$ cat src/rtl/tlb_maint_ctrl_pkg.sv
// Shared types and constants for the TLB maintenance sequencer.
// Covers op/state encodings, INVTLB op codes, CSR/entry layouts and the write strobe.
package tlb_maint_ctrl_pkg;

    localparam int TLB_ENTRY_NUM = 64;
    localparam int IDX_W         = $clog2(TLB_ENTRY_NUM);

    typedef enum logic [2:0] {
        OP_SRCH = 3'd0,
        OP_RD   = 3'd1,
        OP_WR   = 3'd2,
        OP_FILL = 3'd3,
        OP_INV  = 3'd4
    } tlb_op_e;

    typedef logic [2:0] maint_state_e;
    localparam maint_state_e S_IDLE = 3'd0;
    localparam maint_state_e S_SRCH = 3'd1;
    localparam maint_state_e S_RD   = 3'd2;
    localparam maint_state_e S_WR   = 3'd3;
    localparam maint_state_e S_INV  = 3'd4;
    localparam maint_state_e S_DONE = 3'd5;

    localparam logic [4:0] INVOP_ALL        = 5'd0;
    localparam logic [4:0] INVOP_ALL_ALT    = 5'd1;
    localparam logic [4:0] INVOP_G          = 5'd2;
    localparam logic [4:0] INVOP_NG         = 5'd3;
    localparam logic [4:0] INVOP_NG_ASID    = 5'd4;
    localparam logic [4:0] INVOP_NG_ASID_VA = 5'd5;
    localparam logic [4:0] INVOP_G_ASID_VA  = 5'd6;

    // Global-bit qualifier modes for tlb_entry_match
    localparam logic [1:0] GCHK_ANY     = 2'd0;
    localparam logic [1:0] GCHK_SET     = 2'd1;
    localparam logic [1:0] GCHK_CLR     = 2'd2;
    localparam logic [1:0] GCHK_OR_ASID = 2'd3;

    typedef struct packed {
        logic [19:0] ppn;
        logic [1:0]  plv;
        logic [1:0]  mat;
        logic        d;
        logic        v;
    } tlb_lo_t;

    typedef struct packed {
        logic        e;
        logic        huge_page;
        logic [5:0]  ps;
        logic        g;
        logic [9:0]  asid;
        logic [18:0] vppn;
        tlb_lo_t     lo0;
        tlb_lo_t     lo1;
    } tlb_entry_t;

    typedef struct packed {
        logic        ne;
        logic [5:0]  ps;
        logic [15:0] index;
    } tlbidx_t;

    typedef struct packed {
        logic [19:0] ppn;
        logic        g;
        logic [1:0]  mat;
        logic [1:0]  plv;
        logic        d;
        logic        v;
    } tlbelo_t;

    typedef struct packed {
        tlbidx_t     tlbidx;
        logic [18:0] tlbehi;
        tlbelo_t     tlbelo0;
        tlbelo_t     tlbelo1;
        logic [9:0]  asid;
    } csr_t;

    typedef struct packed {
        logic [TLB_ENTRY_NUM-1:0] we;
        tlb_entry_t               entry;
    } tlb_write_req_t;

    typedef struct packed {
        logic             hit;
        logic [IDX_W-1:0] idx;
        tlb_entry_t       entry;
        logic             ne;
        logic             err;
    } tlb_maint_resp_t;

endpackage

$ cat src/rtl/tlb_maint_ctrl_if.sv
// Commit-stage request/response bundle for the TLB maintenance sequencer.
interface tlb_maint_ctrl_if;
    import tlb_maint_ctrl_pkg::*;

    logic             req_valid;
    logic             req_ready;
    logic [2:0]       req_op;
    logic [4:0]       req_invop;
    logic [9:0]       req_asid;
    logic [31:0]      req_va;
    csr_t             csr;

    logic             resp_valid;
    logic             resp_hit;
    logic [IDX_W-1:0] resp_idx;
    tlb_entry_t       resp_entry;
    logic             resp_ne;
    logic             resp_err;

    modport master (
        output req_valid, req_op, req_invop, req_asid, req_va, csr,
        input  req_ready, resp_valid, resp_hit, resp_idx, resp_entry, resp_ne, resp_err
    );

    modport slave (
        input  req_valid, req_op, req_invop, req_asid, req_va, csr,
        output req_ready, resp_valid, resp_hit, resp_idx, resp_entry, resp_ne, resp_err
    );

endinterface

$ cat src/rtl/tlb_maint_ctrl_match.sv
// Combinational entry qualifier shared by TLBSRCH and the INVTLB predicates.
// The caller ANDs in the valid bit where it matters; va is VA[31:13].
module tlb_entry_match
    import tlb_maint_ctrl_pkg::*;
(
    input  tlb_entry_t  key,
    input  logic [9:0]  asid,
    input  logic [18:0] va,
    input  logic [1:0]  check_g,
    input  logic        check_asid,
    input  logic        check_va,
    output logic        match
);
    logic asid_hit;
    logic va_hit;
    logic g_ok;
    logic unused_key;

    assign asid_hit = (key.asid == asid);
    // Huge pages cover 2^9 small pages, so only the upper vppn bits participate
    assign va_hit   = key.huge_page ? (key.vppn[18:9] == va[18:9]) : (key.vppn == va);

    always_comb begin
        g_ok = 1'b1;
        case (check_g)
            GCHK_SET:     g_ok = key.g;
            GCHK_CLR:     g_ok = !key.g;
            GCHK_OR_ASID: g_ok = key.g || asid_hit;
            default:      g_ok = 1'b1;
        endcase
    end

    assign match = g_ok && (!check_asid || asid_hit) && (!check_va || va_hit);

    assign unused_key = ^{key.e, key.ps, key.lo0, key.lo1};

endmodule

$ cat src/rtl/tlb_maint_ctrl.sv
// TLB maintenance sequencer: one committed op at a time, one array entry per cycle.
//   state  | meaning
//   IDLE   | ready for a request, operands latched on accept
//   SRCH   | scan entries for a key match, stop at first hit
//   RD     | read the entry at the latched tlbidx.index
//   WR     | single-cycle write strobe for WR/FILL (masked for illegal ops)
//   INV    | scan all entries, clear e on predicate match
//   DONE   | resp_valid pulse
module tlb_maint_ctrl
    import tlb_maint_ctrl_pkg::*;
(
    input  logic             clk,
    input  logic             rst_n,
    tlb_maint_ctrl_if.slave  ifc,
    output logic [IDX_W-1:0] rd_idx_o,
    input  tlb_entry_t       rd_entry_i,
    output tlb_write_req_t   tlb_write_req_o
);
    maint_state_e     state;
    logic [IDX_W-1:0] cnt;
    logic [IDX_W-1:0] fill_cnt;
    logic [IDX_W-1:0] wr_idx_q;
    logic [IDX_W-1:0] wr_tgt;
    logic [2:0]       op_q;
    logic [4:0]       invop_q;
    logic [9:0]       asid_q;
    logic [18:0]      va_q;
    tlb_entry_t       op_entry_q;
    tlb_entry_t       acc_entry;
    tlb_maint_resp_t  resp_q;

    logic             req_illegal;
    logic [9:0]       m_asid;
    logic [18:0]      m_va;
    logic [1:0]       m_check_g;
    logic             m_check_asid;
    logic             m_check_va;
    logic             m_match;
    logic             unused_bits;

    assign req_illegal = (ifc.req_op > OP_INV) ||
                         ((ifc.req_op == OP_INV) && (ifc.req_invop > INVOP_G_ASID_VA));

    // The WR/FILL image is built at accept; its asid/vppn also serve as the SRCH key
    always_comb begin
        acc_entry           = '0;
        acc_entry.e         = ~ifc.csr.tlbidx.ne;
        acc_entry.huge_page = (ifc.csr.tlbidx.ps == 6'd21);
        acc_entry.ps        = ifc.csr.tlbidx.ps;
        acc_entry.g         = ifc.csr.tlbelo0.g & ifc.csr.tlbelo1.g;
        acc_entry.asid      = ifc.csr.asid;
        acc_entry.vppn      = ifc.csr.tlbehi;
        acc_entry.lo0       = '{ppn: ifc.csr.tlbelo0.ppn, plv: ifc.csr.tlbelo0.plv,
                                mat: ifc.csr.tlbelo0.mat, d: ifc.csr.tlbelo0.d, v: ifc.csr.tlbelo0.v};
        acc_entry.lo1       = '{ppn: ifc.csr.tlbelo1.ppn, plv: ifc.csr.tlbelo1.plv,
                                mat: ifc.csr.tlbelo1.mat, d: ifc.csr.tlbelo1.d, v: ifc.csr.tlbelo1.v};
    end

    always_comb begin
        m_asid       = op_entry_q.asid;
        m_va         = op_entry_q.vppn;
        m_check_g    = GCHK_OR_ASID;
        m_check_asid = 1'b0;
        m_check_va   = 1'b1;
        if (state == S_INV) begin
            m_asid = asid_q;
            m_va   = va_q;
            case (invop_q)
                INVOP_G:          begin m_check_g = GCHK_SET;     m_check_asid = 1'b0; m_check_va = 1'b0; end
                INVOP_NG:         begin m_check_g = GCHK_CLR;     m_check_asid = 1'b0; m_check_va = 1'b0; end
                INVOP_NG_ASID:    begin m_check_g = GCHK_CLR;     m_check_asid = 1'b1; m_check_va = 1'b0; end
                INVOP_NG_ASID_VA: begin m_check_g = GCHK_CLR;     m_check_asid = 1'b1; m_check_va = 1'b1; end
                INVOP_G_ASID_VA:  begin m_check_g = GCHK_OR_ASID; m_check_asid = 1'b0; m_check_va = 1'b1; end
                default:          begin m_check_g = GCHK_ANY;     m_check_asid = 1'b0; m_check_va = 1'b0; end
            endcase
        end
    end

    tlb_entry_match u_match (
        .key        (rd_entry_i),
        .asid       (m_asid),
        .va         (m_va),
        .check_g    (m_check_g),
        .check_asid (m_check_asid),
        .check_va   (m_check_va),
        .match      (m_match)
    );

    assign wr_tgt   = (op_q == OP_FILL) ? fill_cnt : wr_idx_q;
    assign rd_idx_o = (state == S_RD) ? wr_idx_q : cnt;

    always_comb begin
        tlb_write_req_o = '0;
        if ((state == S_WR) && !resp_q.err) begin
            tlb_write_req_o.we    = TLB_ENTRY_NUM'(1) << wr_tgt;
            tlb_write_req_o.entry = op_entry_q;
        end else if ((state == S_INV) && m_match) begin
            tlb_write_req_o.we      = TLB_ENTRY_NUM'(1) << cnt;
            tlb_write_req_o.entry   = rd_entry_i;
            tlb_write_req_o.entry.e = 1'b0;
        end
    end

    always_ff @(posedge clk or negedge rst_n) begin
        if (!rst_n) fill_cnt <= '0;
        else        fill_cnt <= fill_cnt + IDX_W'(1);
    end

    always_ff @(posedge clk or negedge rst_n) begin
        if (!rst_n) begin
            state      <= S_IDLE;
            cnt        <= '0;
            op_q       <= '0;
            invop_q    <= '0;
            asid_q     <= '0;
            va_q       <= '0;
            wr_idx_q   <= '0;
            op_entry_q <= '0;
            resp_q     <= '0;
        end else begin
            case (state)
                S_IDLE: begin
                    if (ifc.req_valid) begin
                        op_q       <= ifc.req_op;
                        invop_q    <= ifc.req_invop;
                        asid_q     <= ifc.req_asid;
                        va_q       <= ifc.req_va[31:13];
                        wr_idx_q   <= ifc.csr.tlbidx.index[IDX_W-1:0];
                        op_entry_q <= acc_entry;
                        cnt        <= '0;
                        resp_q     <= '{hit: 1'b0, idx: '0, entry: '0, ne: 1'b0, err: req_illegal};
                        // Illegal ops ride the masked WR slot so they finish with the other single-step ops
                        if (req_illegal) begin
                            state <= S_WR;
                        end else begin
                            case (ifc.req_op)
                                OP_SRCH: state <= S_SRCH;
                                OP_RD:   state <= S_RD;
                                OP_INV:  state <= S_INV;
                                default: state <= S_WR;
                            endcase
                        end
                    end
                end
                S_SRCH: begin
                    if (rd_entry_i.e && m_match) begin
                        resp_q.hit <= 1'b1;
                        resp_q.idx <= cnt;
                        state      <= S_DONE;
                    end else if (&cnt) begin
                        resp_q.ne <= 1'b1;
                        state     <= S_DONE;
                    end else begin
                        cnt <= cnt + IDX_W'(1);
                    end
                end
                S_RD: begin
                    resp_q.entry <= rd_entry_i;
                    resp_q.ne    <= ~rd_entry_i.e;
                    state        <= S_DONE;
                end
                S_WR: state <= S_DONE;
                S_INV: begin
                    if (&cnt) state <= S_DONE;
                    else      cnt   <= cnt + IDX_W'(1);
                end
                S_DONE:  state <= S_IDLE;
                default: state <= S_IDLE;
            endcase
        end
    end

    assign ifc.req_ready  = (state == S_IDLE);
    assign ifc.resp_valid = (state == S_DONE);
    assign ifc.resp_hit   = resp_q.hit;
    assign ifc.resp_idx   = resp_q.idx;
    assign ifc.resp_entry = resp_q.entry;
    assign ifc.resp_ne    = resp_q.ne;
    assign ifc.resp_err   = resp_q.err;

    assign unused_bits = ^{ifc.req_va[12:0], ifc.csr.tlbidx.index[15:IDX_W]};

endmodule

$ cat src/flat_wrapper.sv
// flat-port wrapper written by rule: the top's interface ports become plain ports
module tlb_maint_ctrl_flat import tlb_maint_ctrl_pkg::*;
  (clk, rst_n, rd_idx_o, rd_entry_i, tlb_write_req_o, ifc_req_valid, ifc_req_op, ifc_req_invop, ifc_req_asid, ifc_req_va, ifc_csr, ifc_req_ready, ifc_resp_valid, ifc_resp_hit, ifc_resp_idx, ifc_resp_entry, ifc_resp_ne, ifc_resp_err);
  tlb_maint_ctrl_if ifc_i ();
  input  logic clk;
  input  logic rst_n;
  output logic [IDX_W-1:0] rd_idx_o;
  input  tlb_entry_t rd_entry_i;
  output tlb_write_req_t tlb_write_req_o;
  input wire logic [$bits(ifc_i.req_valid)-1:0] ifc_req_valid;
  input wire logic [$bits(ifc_i.req_op)-1:0] ifc_req_op;
  input wire logic [$bits(ifc_i.req_invop)-1:0] ifc_req_invop;
  input wire logic [$bits(ifc_i.req_asid)-1:0] ifc_req_asid;
  input wire logic [$bits(ifc_i.req_va)-1:0] ifc_req_va;
  input wire logic [$bits(ifc_i.csr)-1:0] ifc_csr;
  output wire logic [$bits(ifc_i.req_ready)-1:0] ifc_req_ready;
  output wire logic [$bits(ifc_i.resp_valid)-1:0] ifc_resp_valid;
  output wire logic [$bits(ifc_i.resp_hit)-1:0] ifc_resp_hit;
  output wire logic [$bits(ifc_i.resp_idx)-1:0] ifc_resp_idx;
  output wire logic [$bits(ifc_i.resp_entry)-1:0] ifc_resp_entry;
  output wire logic [$bits(ifc_i.resp_ne)-1:0] ifc_resp_ne;
  output wire logic [$bits(ifc_i.resp_err)-1:0] ifc_resp_err;
  assign ifc_i.req_valid = ifc_req_valid;
  assign ifc_i.req_op = ifc_req_op;
  assign ifc_i.req_invop = ifc_req_invop;
  assign ifc_i.req_asid = ifc_req_asid;
  assign ifc_i.req_va = ifc_req_va;
  assign ifc_i.csr = ifc_csr;
  assign ifc_req_ready = ifc_i.req_ready;
  assign ifc_resp_valid = ifc_i.resp_valid;
  assign ifc_resp_hit = ifc_i.resp_hit;
  assign ifc_resp_idx = ifc_i.resp_idx;
  assign ifc_resp_entry = ifc_i.resp_entry;
  assign ifc_resp_ne = ifc_i.resp_ne;
  assign ifc_resp_err = ifc_i.resp_err;
  tlb_maint_ctrl u_core (.clk(clk), .rst_n(rst_n), .ifc(ifc_i), .rd_idx_o(rd_idx_o), .rd_entry_i(rd_entry_i), .tlb_write_req_o(tlb_write_req_o));
endmodule
$ cat config.mk
export PLATFORM = sky130hd
export DESIGN_NAME = tlb_maint_ctrl_flat
export DESIGN_NICKNAME = d
export VERILOG_FILES = /design/src/rtl/tlb_maint_ctrl_pkg.sv /design/src/rtl/tlb_maint_ctrl_if.sv /design/src/rtl/tlb_maint_ctrl_match.sv /design/src/rtl/tlb_maint_ctrl.sv /design/src/flat_wrapper.sv
export SDC_FILE = /design/constraint.sdc
export NUM_CORES = 1
export LEC_CHECK = 0
export CORE_AREA = 2 2 196 198
export DETAILED_ROUTE_END_ITERATION = 6
export DIE_AREA = 0 0 198 200
export SLEW_MARGIN = 5
export SYNTH_ARGS = -nofsm -noshare
export SYNTH_HDL_FRONTEND = slang
export SYNTH_HIERARCHICAL = 1
export SYNTH_SLANG_ARGS = --single-unit
export TNS_END_PERCENT = 5
$ cat constraint.sdc
create_clock -name clk -period 12.25 [get_ports clk]
set_input_delay 1.8375 -clock clk [delete_from_list [all_inputs] [get_ports clk]]
set_output_delay 1.8375 -clock clk [all_outputs]
set_load 0.01 [all_outputs]
---- Word-level counts from Yosys, hierarchy flattened ----
Cells that the tools add are included.
word-level totals
  input port bits ......................... 249
  register bits after elaboration ......... 247
  output and inout port bits .............. 261
  logic and storage cells ................. 138
cells by class
  shift-type cells ........................ 2
  bitwise gates (word level) .............. 3
  equal/unequal tests ..................... 24
  reductions and logical operators ........ 30
  multiplexer cells ....................... 31
  $lt $le $gt $ge ......................... 2
  add/sub/neg operators ................... 2
operator list
  operator                                             number
  2-to-1 mux 154 bit                                   2
  one-hot mux 90 bit (2 select lines)                  1
  << shifter 1 x 6 -> 64 bit, first input constant     2
  2-to-1 mux 99 bit                                    1
  2-to-1 mux 6 bit                                     5
  equality test 10 bit                                 2
  equality test 19 bit                                 1
  2-to-1 mux 19 bit                                    1
  one-hot mux 6 bit (3 select lines)                   1
  equality test 5 x 3 -> 1 bit, second input constant  3
  one-hot mux 7 bit (2 select lines)                   1
  adder 6 x 1 -> 6 bit, second input constant          2
  2-to-1 mux 3 bit                                     4
  one-hot mux 3 bit (4 select lines)                   1
  equality test 5 x 2 -> 1 bit, second input constant  2
  2-to-1 mux 10 bit                                    1
  equality test 3 x 2 -> 1 bit, second input constant  3
  equality test 3 bit, second input constant           3
  one-hot mux 3 bit (3 select lines)                   1
  2-to-1 mux 1 bit                                     7
  2-to-1 mux 7 bit                                     1
  equality test 3 x 1 -> 1 bit, second input constant  2
  equality test 6 x 5 -> 1 bit, second input constant  1
  logical AND 1 bit                                    6
  other kinds (22)                                     40

---- Logic depth before layout (Yosys ltp) ----
Gate-level depths: netlist of run 1.
  word-level depth ........................ 11
  gate-level depth with buffers ........... 14
  gate-level depth less buffers ........... 11

---- Hierarchy ----
The synthesis of run 1 kept the hierarchy.
modules (own cells, without submodules)
  module           cells each  instances  seq. area each (µm²)  area each (µm²)
  tlb_maint_ctrl   1186        1          6180.9                11573.6
  tlb_entry_match  46          1          0.0                   382.9

---- Worst setup path before layout of run 1 ----
OpenSTA, ideal clock, no wires.
  path type ............................... input -> output
  from .................................... input port rd_entry_i[76] (netlist bit)
  to ...................................... output port tlb_write_req_o[105] (netlist bit)
  buffers on the path ..................... 2
  setup slack ............................. 6586 ps
  arrival time ............................ 3827 ps
  cell stages on the path ................. 10
  cell sequence ........................... xor2_1 > nor4_2 > nand2b_1 > o221ai_2 > a2111oi_2 > and2_1 > or3b_1 > buf_2 > buf_6 > o22ai_1
RTL lines
  item             line               RTL
  start, declared  flat_wrapper.sv:8  input tlb_entry_t rd_entry_i;
  end, declared    flat_wrapper.sv:9  output tlb_write_req_t tlb_write_req_o;

==> results of run 1 <==
==> power by group through the flow <==
stage | Combinational, uW | Clock (uW) | Sequential [uW]
2_1_floorplan | 431 | 0 | 1120
3_3_place_gp | 672 | 0 | 1180
3_5_place_dp | 688 | 0 | 1180
4_1_cts | 692 | 947 | 1170
5_1_grt | 767 | 979 | 1200
6_report | 687 | 920 | 1170
==> stage by stage <==
step            util  power, uW  setup slack [ns]  hold WS (ns)
2_1_floorplan      -       1550              6.59         0.437
3_3_place_gp   0.460       1850              3.96         0.452
3_5_place_dp   0.460       1870              3.98         0.460
4_1_cts        0.487       2810              3.96         0.474
5_1_grt        0.487       2940              3.74         0.488
6_report       0.487       2780              4.25         0.473
==> synthesized netlist by cell type (all sizes together) (2+ instances only) <==
| master | count | area (um2) |
|---|---|---|
| a2111oi | 2 | 23.8 |
| a211oi | 2 | 15.0 |
| a21oi | 4 | 20.0 |
| a22o | 185 | 1620 |
| and2 | 5 | 31.3 |
| and3 | 3 | 18.8 |
| and3b | 2 | 17.5 |
| buf | 28 | 136 |
| clkbuf | 63 | 236 |
| dfrtp | 247 | 6180 |
| ha | 7 | 87.6 |
| inv | 10 | 37.5 |
| mux2 | 36 | 405 |
| mux2i | 7 | 70.1 |
| nand2 | 428 | 1610 |
| nand2b | 5 | 31.3 |
| nand3 | 9 | 45.0 |
| nand3b | 4 | 30.0 |
| nand4 | 20 | 125 |
| nor2 | 11 | 41.3 |
| nor3 | 6 | 40.0 |
| nor3b | 6 | 56.3 |
| nor4 | 4 | 31.3 |
| o21ai | 16 | 80.1 |
| o221ai | 4 | 41.3 |
| o22ai | 64 | 457 |
| or3b | 2 | 17.5 |
| xnor2 | 17 | 149 |
| xor2 | 19 | 166 |
==> sequential cells by signal (all words and copies together) (netlist names) <==
signal,count
u_core/invop_q,5
u_core/va_q,19
u_core/ifc.resp_err,1
u_core/ifc.resp_ne,1
u_core/ifc.resp_idx,6
u_core/asid_q,10
u_core/state,3
u_core/ifc.resp_hit,1
u_core/ifc.resp_entry,90
u_core/op_entry_q,90
u_core/wr_idx_q,6
u_core/cnt,6
u_core/op_q,3
u_core/fill_cnt,6
==> cells by family (layout without fill, tap and decap cells) <==
group	Yosys count	count (layout)	share of synthesized area
xor+xnor	36	36	0.0264
compound gates	289	289	0.197
flops	247	247	0.517
simple gates	509	509	0.178
mux	43	43	0.0398
buf+inv	101	563	0.0343
other cells	0	1	0
fa+ha+maj	7	7	0.00732
==> layout make-up <==
type	instances	area [um2]	area share
Antenna cell	1	2.50	0.000137
Clock buffer	43	870	0.0477
Clock inverter	12	154	0.00844
Inverter	10	37.5	0.00206
Multi-Input combinational cell	884	5390	0.296
Sequential cell	247	6180	0.339
Tap cell	511	639	0.0351
Timing Repair Buffer	498	4960	0.272
==> per-layer routing <==
metal	up-vias	track usage	part of all wire
met1	5518	0.284	0.41
met2	486	0.381	0.48
li1	5267	-	-
met5	-	0	0.00034
met3	72	0.0638	0.085
met4	2	0.0560	0.026
==> how the worst max path moves through the flow <==
stage                    start                    to  slack (ns)
5_1_grt        u_core/state[1]   tlb_write_req_o[88]        3.74
6_report        rd_entry_i[58]   tlb_write_req_o[87]        4.25
4_1_cts        u_core/state[1]   tlb_write_req_o[88]        3.96
3_5_place_dp    rd_entry_i[57]   tlb_write_req_o[88]        3.98
3_3_place_gp    rd_entry_i[57]   tlb_write_req_o[88]        3.96
2_1_floorplan   rd_entry_i[76]  tlb_write_req_o[105]        6.59
==> critical path: cells and delay by family <==
kind,cells,cell delay (ns)
AOI/OAI and AO/OA,2,0.77
and+or+nand+nor,4,1.26
buffers and inverters,3,2.06
xor gates and xnor gates,1,0.15
==> results.toml, run 1 <==
[critical_path]
crit-reg2reg-launch = "u_core/state[1]"
crit_slowest_cell = "buf_4"
rrSetupSlack_ns = 7.66
end_kind = "primary output"
timing.rr.end = "u_core/ifc.resp_idx[0]"
crit_path_max_fanout = 77
cpMostUsedCell = "clkdlybuf4s50_1"
rr_worst_depth = 12
cp-start-kind = "input port"
worst-setup-path-type = "input port to primary output"
cp.required_ns = 10.41
critPathArrivalTime_ns = 6.16
cp_cell_sequence = "clkdlybuf4s50_1, xnor2_1, nand4_1, nor4_1, nor3b_1, a2111oi_2, and2_4, buf_4, a22o_1, clkdlybuf4s50_1"
critPathMaxStageDelay_ns = 0.84

[run]
maxCapViolCount = 0

[cts]
cts_tree = "yes"
numCtsBuffers = 30
clock-sinks = 247
clkTransAtPathRegs_ns = 0.06
post_cts_resized = 0
hold_buffers = 0
clock_path_buffers = 3
cts_setup_buffers = 0
cts-root-buf = "clkbuf_16"
htreeDepth = 1
clk_latency_ns = 0.58

[yosys]
synth_edf_count = 0
synth_seq_area_share = 0.517
syn_avg_cell_area_um2 = 9.70
synthesis.nets = 1488
synth_cell_type_count = 55
synth_flop_cell = "dfrtp_1"
yosysWarnings = 6
synth_seq_cells = 247
syn_area_mm2 = 0.0120
async_flop_share = 1.00
synthCells = 1232

[floorplan]
initial_core_util = 0.320
io_pins = 510
dieArea_mm2 = 0.0396
die_h_um = 200
dieWidth_um = 198
rows = 71
design.core.area_mm2 = 0.0374

[worst_hold_path]
hold_end = "u_core/va_q[0]"
min-delay-start = "u_core/va_q[0]"
hold_path.class = "flop to flop"
holdPathStages = 2

[grt]
antenna_found_initial = 2
grt_pass1_vias = 11308
overflow = 0
grt_use_total = 0.225
grt_pass1_wl_um = 69100
grt_max_degree = 125

[placed_design]
portBuffers = 486
placed_area_mm2 = 0.0172
gp_congestion = 0.875
post-dp-hpwl_um = 31900
dp_cells = 2150

[drt]
routed_wl_um = 46500
first_pass_iters = 5
wire_per_inst_um = 21.1
drt-initial-drc-count = 699
vias_per_cell = 5.14
drtAntennaViolNets = 0
drc = 0
vias = 11345

[pwr]
p_switching_uw = 896
p_per_area_mw_per_mm2 = 153
leakage_uw = 0.00813
clockPowerShare = 0.331
ir_drop_uv = 102
combPwrFrac = 0.247
p_sw_frac = 0.322
intPower_uw = 1880
seq_power_share = 0.422

[finish]
nets = 1927
stdcell_count = 2206
final_common_cell = "clkdlybuf4s50_1"
design_area_mm2 = 0.0182
syn2layout_area_growth_pct = 52.5
drive_gt1_frac = 0.0702
fill_cells = 3537
most-common-layout-cells = "485 x clkdlybuf4s50_1, 427 x nand2_1, 247 x dfrtp_1, 185 x a22o_1, 55 x o22ai_1"

[timing]
setup_viol = 0
rsz0062_at_grt = "false"
fmax_mhz = 125
min_period_over_period = 0.653
tns_ns = 0
hold_viol = 0
slew_headroom = 0.171
skew_ns = 0.0381
drv_slew = 0
tightest_slew_ns = 1.23
period_needed_ns = 8.00

[run_status]
outcome = "finished, final reports clean"
(Power assumes the default switching activity.)
==> run 2: changes to the inputs <==
--- a/config.mk
+++ b/config.mk
@@ -5,9 +5,9 @@
 export SDC_FILE = /design/constraint.sdc
 export NUM_CORES = 1
 export LEC_CHECK = 0
-export CORE_AREA = 2 2 196 198
+export CORE_AREA = 2 2 197 199
 export DETAILED_ROUTE_END_ITERATION = 6
-export DIE_AREA = 0 0 198 200
+export DIE_AREA = 0 0 199 201
 export SLEW_MARGIN = 5
 export SYNTH_ARGS = -nofsm -noshare
 export SYNTH_HDL_FRONTEND = slang
==> constraint.sdc (replaced) <==
create_clock -name clk -period 8 [get_ports clk]
set_input_delay 1.2 -clock clk [delete_from_list [all_inputs] [get_ports clk]]
set_output_delay 1.2 -clock clk [all_outputs]
set_load 0.01 [all_outputs]
==> run 2 against run 1 <==
Clock-buffer cell count down 4. Utilization down 0.89 points. Clock power is 51% higher. Global-route usage barely moved. Final area barely moved. Via count decreased by 0.41%. Routed wire length is 0.75% lower. First-iteration DRC count up 27%. Combinational power increased by 53%. Cell count up 0.32%. Power increased by 52%. Clock skew down 0.0037 ns.
==> results.toml, run 2 (synthesis results as in run 1) <==
[run_status]
outcome = "finished, final reports clean"

[floorplan]
io_pins = 510
rows = 72
dieArea_mm2 = 0.0400
design.core.area_mm2 = 0.0381
initial_core_util = 0.314
die_h_um = 201
dieWidth_um = 199

[placed_design]
portBuffers = 486
gp_congestion = 0.949
post-dp-hpwl_um = 32000
dp_cells = 2158

[critical_path]
crit_slowest_cell = "buf_4"
end_kind = "primary output"
critPathMaxStageDelay_ns = 0.79
cp.required_ns = 6.80
cp-start-kind = "flop"
cpMostUsedCell = "buf_4"
worst-setup-path-type = "flop to primary output"
crit_path_max_fanout = 74
cp_cell_sequence = "nor3b_4, buf_4, mux2_2, xor2_1, nor4_1, nand4_1, a2111oi_2, and2_4, buf_4, a22o_1, clkdlybuf4s50_1"
path_delay_family = "buffers and inverters"
crit_buf_inv = 3
critPathArrivalTime_ns = 5.94

[grt]
grt_max_degree = 134
grt_pass1_vias = 11294
grt_use_total = 0.224
antenna_found_initial = 1
grt_pass1_wl_um = 70000
overflow = 0

[pwr]
leakage_uw = 0.00812
ir_drop_uv = 167
p_switching_uw = 1360
seq_power_share = 0.424
combPwrFrac = 0.248
finalPower_uw = 4230
intPower_uw = 2870
p_per_area_mw_per_mm2 = 232
clockPowerShare = 0.328
p_sw_frac = 0.322

[cts]
clk_latency_ns = 0.58
clock_path_buffers = 3
cts_setup_buffers = 0
htreeDepth = 1
post_cts_resized = 0
hold_buffers = 0
clkTransAtPathRegs_ns = 0.06
numCtsBuffers = 29
cts_tree = "yes"
clock-sinks = 247
cts-root-buf = "clkbuf_16"

[finish]
layout.area.seq_mm2 = 0.00618
most-common-layout-cells = "485 x clkdlybuf4s50_1, 427 x nand2_1, 247 x dfrtp_1, 185 x a22o_1, 55 x o22ai_1"
syn2layout_area_growth_pct = 52.5
nets = 1927
multi_input_area_mm2 = 0.00539
utilization = 0.479
fill_cells = 3656
stdcell_count = 2213
drive_gt1_frac = 0.0697
final_common_cell = "clkdlybuf4s50_1"

[timing]
fmax_mhz = 140
tns_ns = 0
slew_headroom = 0.176
tightest_slew_ns = 1.23
rsz0062_at_grt = "false"
skew_ns = 0.0344
setup_viol = 0
period_needed_ns = 7.14
drv_slew = 0
hold_viol = 0
min_period_over_period = 0.892

[drt]
wire_per_inst_um = 20.9
drtAntennaViolNets = 0
vias = 11298
vias_per_cell = 5.11
drt-initial-drc-count = 888
drc = 0
routed_wl_um = 46100
first_pass_iters = 5

[run]
maxCapViolCount = 0

[worst_hold_path]
hold_path.class = "flop to flop"
## run 2: final timing paths
check	startpoint	to	slack, ns	depth (start not counted)
hold reg to reg	u_core/asid_q[4]	u_core/asid_q[4]	0.47	2
hold / removal	u_core/asid_q[4]	u_core/asid_q[4]	0.47	2
max in group asynchronous	rst_n	u_core/ifc.resp_entry[60]	5.90	2
setup / recovery	u_core/state[2]	tlb_write_req_o[87]	0.86	11
setup reg to reg	u_core/state[2]	u_core/ifc.resp_idx[2]	3.61	11
min in group asynchronous	rst_n	u_core/op_entry_q[49]	0.67	1
## run 2: metrics by stage
| step | worst slack [ns] | instance area, um2 | hold WS [ns] |
|---|---|---|---|
| floorplan | 3.23 | 12000 | 0.437 |
| global placement | 1.33 | 17200 | 0.454 |
| detailed placement | 1.33 | 17200 | 0.457 |
| CTS | 0.705 | 18200 | 0.472 |
| global route | 0.535 | 18200 | 0.492 |
| finish | 0.862 | 18200 | 0.472 |
## run 2: area by class of cell
| cell class | instances | area share |
|---|---|---|
| repair buffers | 499 | 0.273 |
| inverters | 10 | 0.00206 |
| clock buffers | 39 | 0.0440 |
| diodes | 2 | 0.000274 |
| well taps | 518 | 0.0355 |
| multi-input cells | 884 | 0.295 |
| clock inverters | 14 | 0.0106 |
| flip-flops and latches | 247 | 0.339 |
## run 2: worst min-delay path, cell delays in order (launching register included)
cell and delay (ns):
dfrtp_1 0.34, nand2_1 0.05, nand2_1 0.05
## run 2: power by group through the flow
stage                     combinational [uW]  clock (uW)  sequential [uW]
after global placement                  1030           0             1800
after CTS                               1060        1440             1790
after floorplan                          659           0             1720
after detailed placement                1050           0             1810
final                                   1050        1390             1790
after global routing                    1170        1500             1840
## run 2: routing by layer
metal | vias to the layer above | share of wire | track usage | wire (um)
met1 | 5541 | 0.43 | 0.294 | 19600
met2 | 439 | 0.48 | 0.376 | 22100
met3 | 68 | 0.071 | 0.0467 | 3270
li1 | 5250 | - | - | -
met5 | - | 0 | 0 | 0
met4 | 0 | 0.024 | 0.0592 | 1100
==> run 3: changes to the inputs <==
--- a/config.mk
+++ b/config.mk
@@ -8,6 +8,7 @@
 export CORE_AREA = 2 2 197 199
 export DETAILED_ROUTE_END_ITERATION = 6
 export DIE_AREA = 0 0 199 201
+export GPL_ROUTABILITY_DRIVEN = 0
 export SLEW_MARGIN = 5
 export SYNTH_ARGS = -nofsm -noshare
 export SYNTH_HDL_FRONTEND = slang
==> results of run 3 <==
The final DEF is identical to that of run 2; final timing and power are the same.
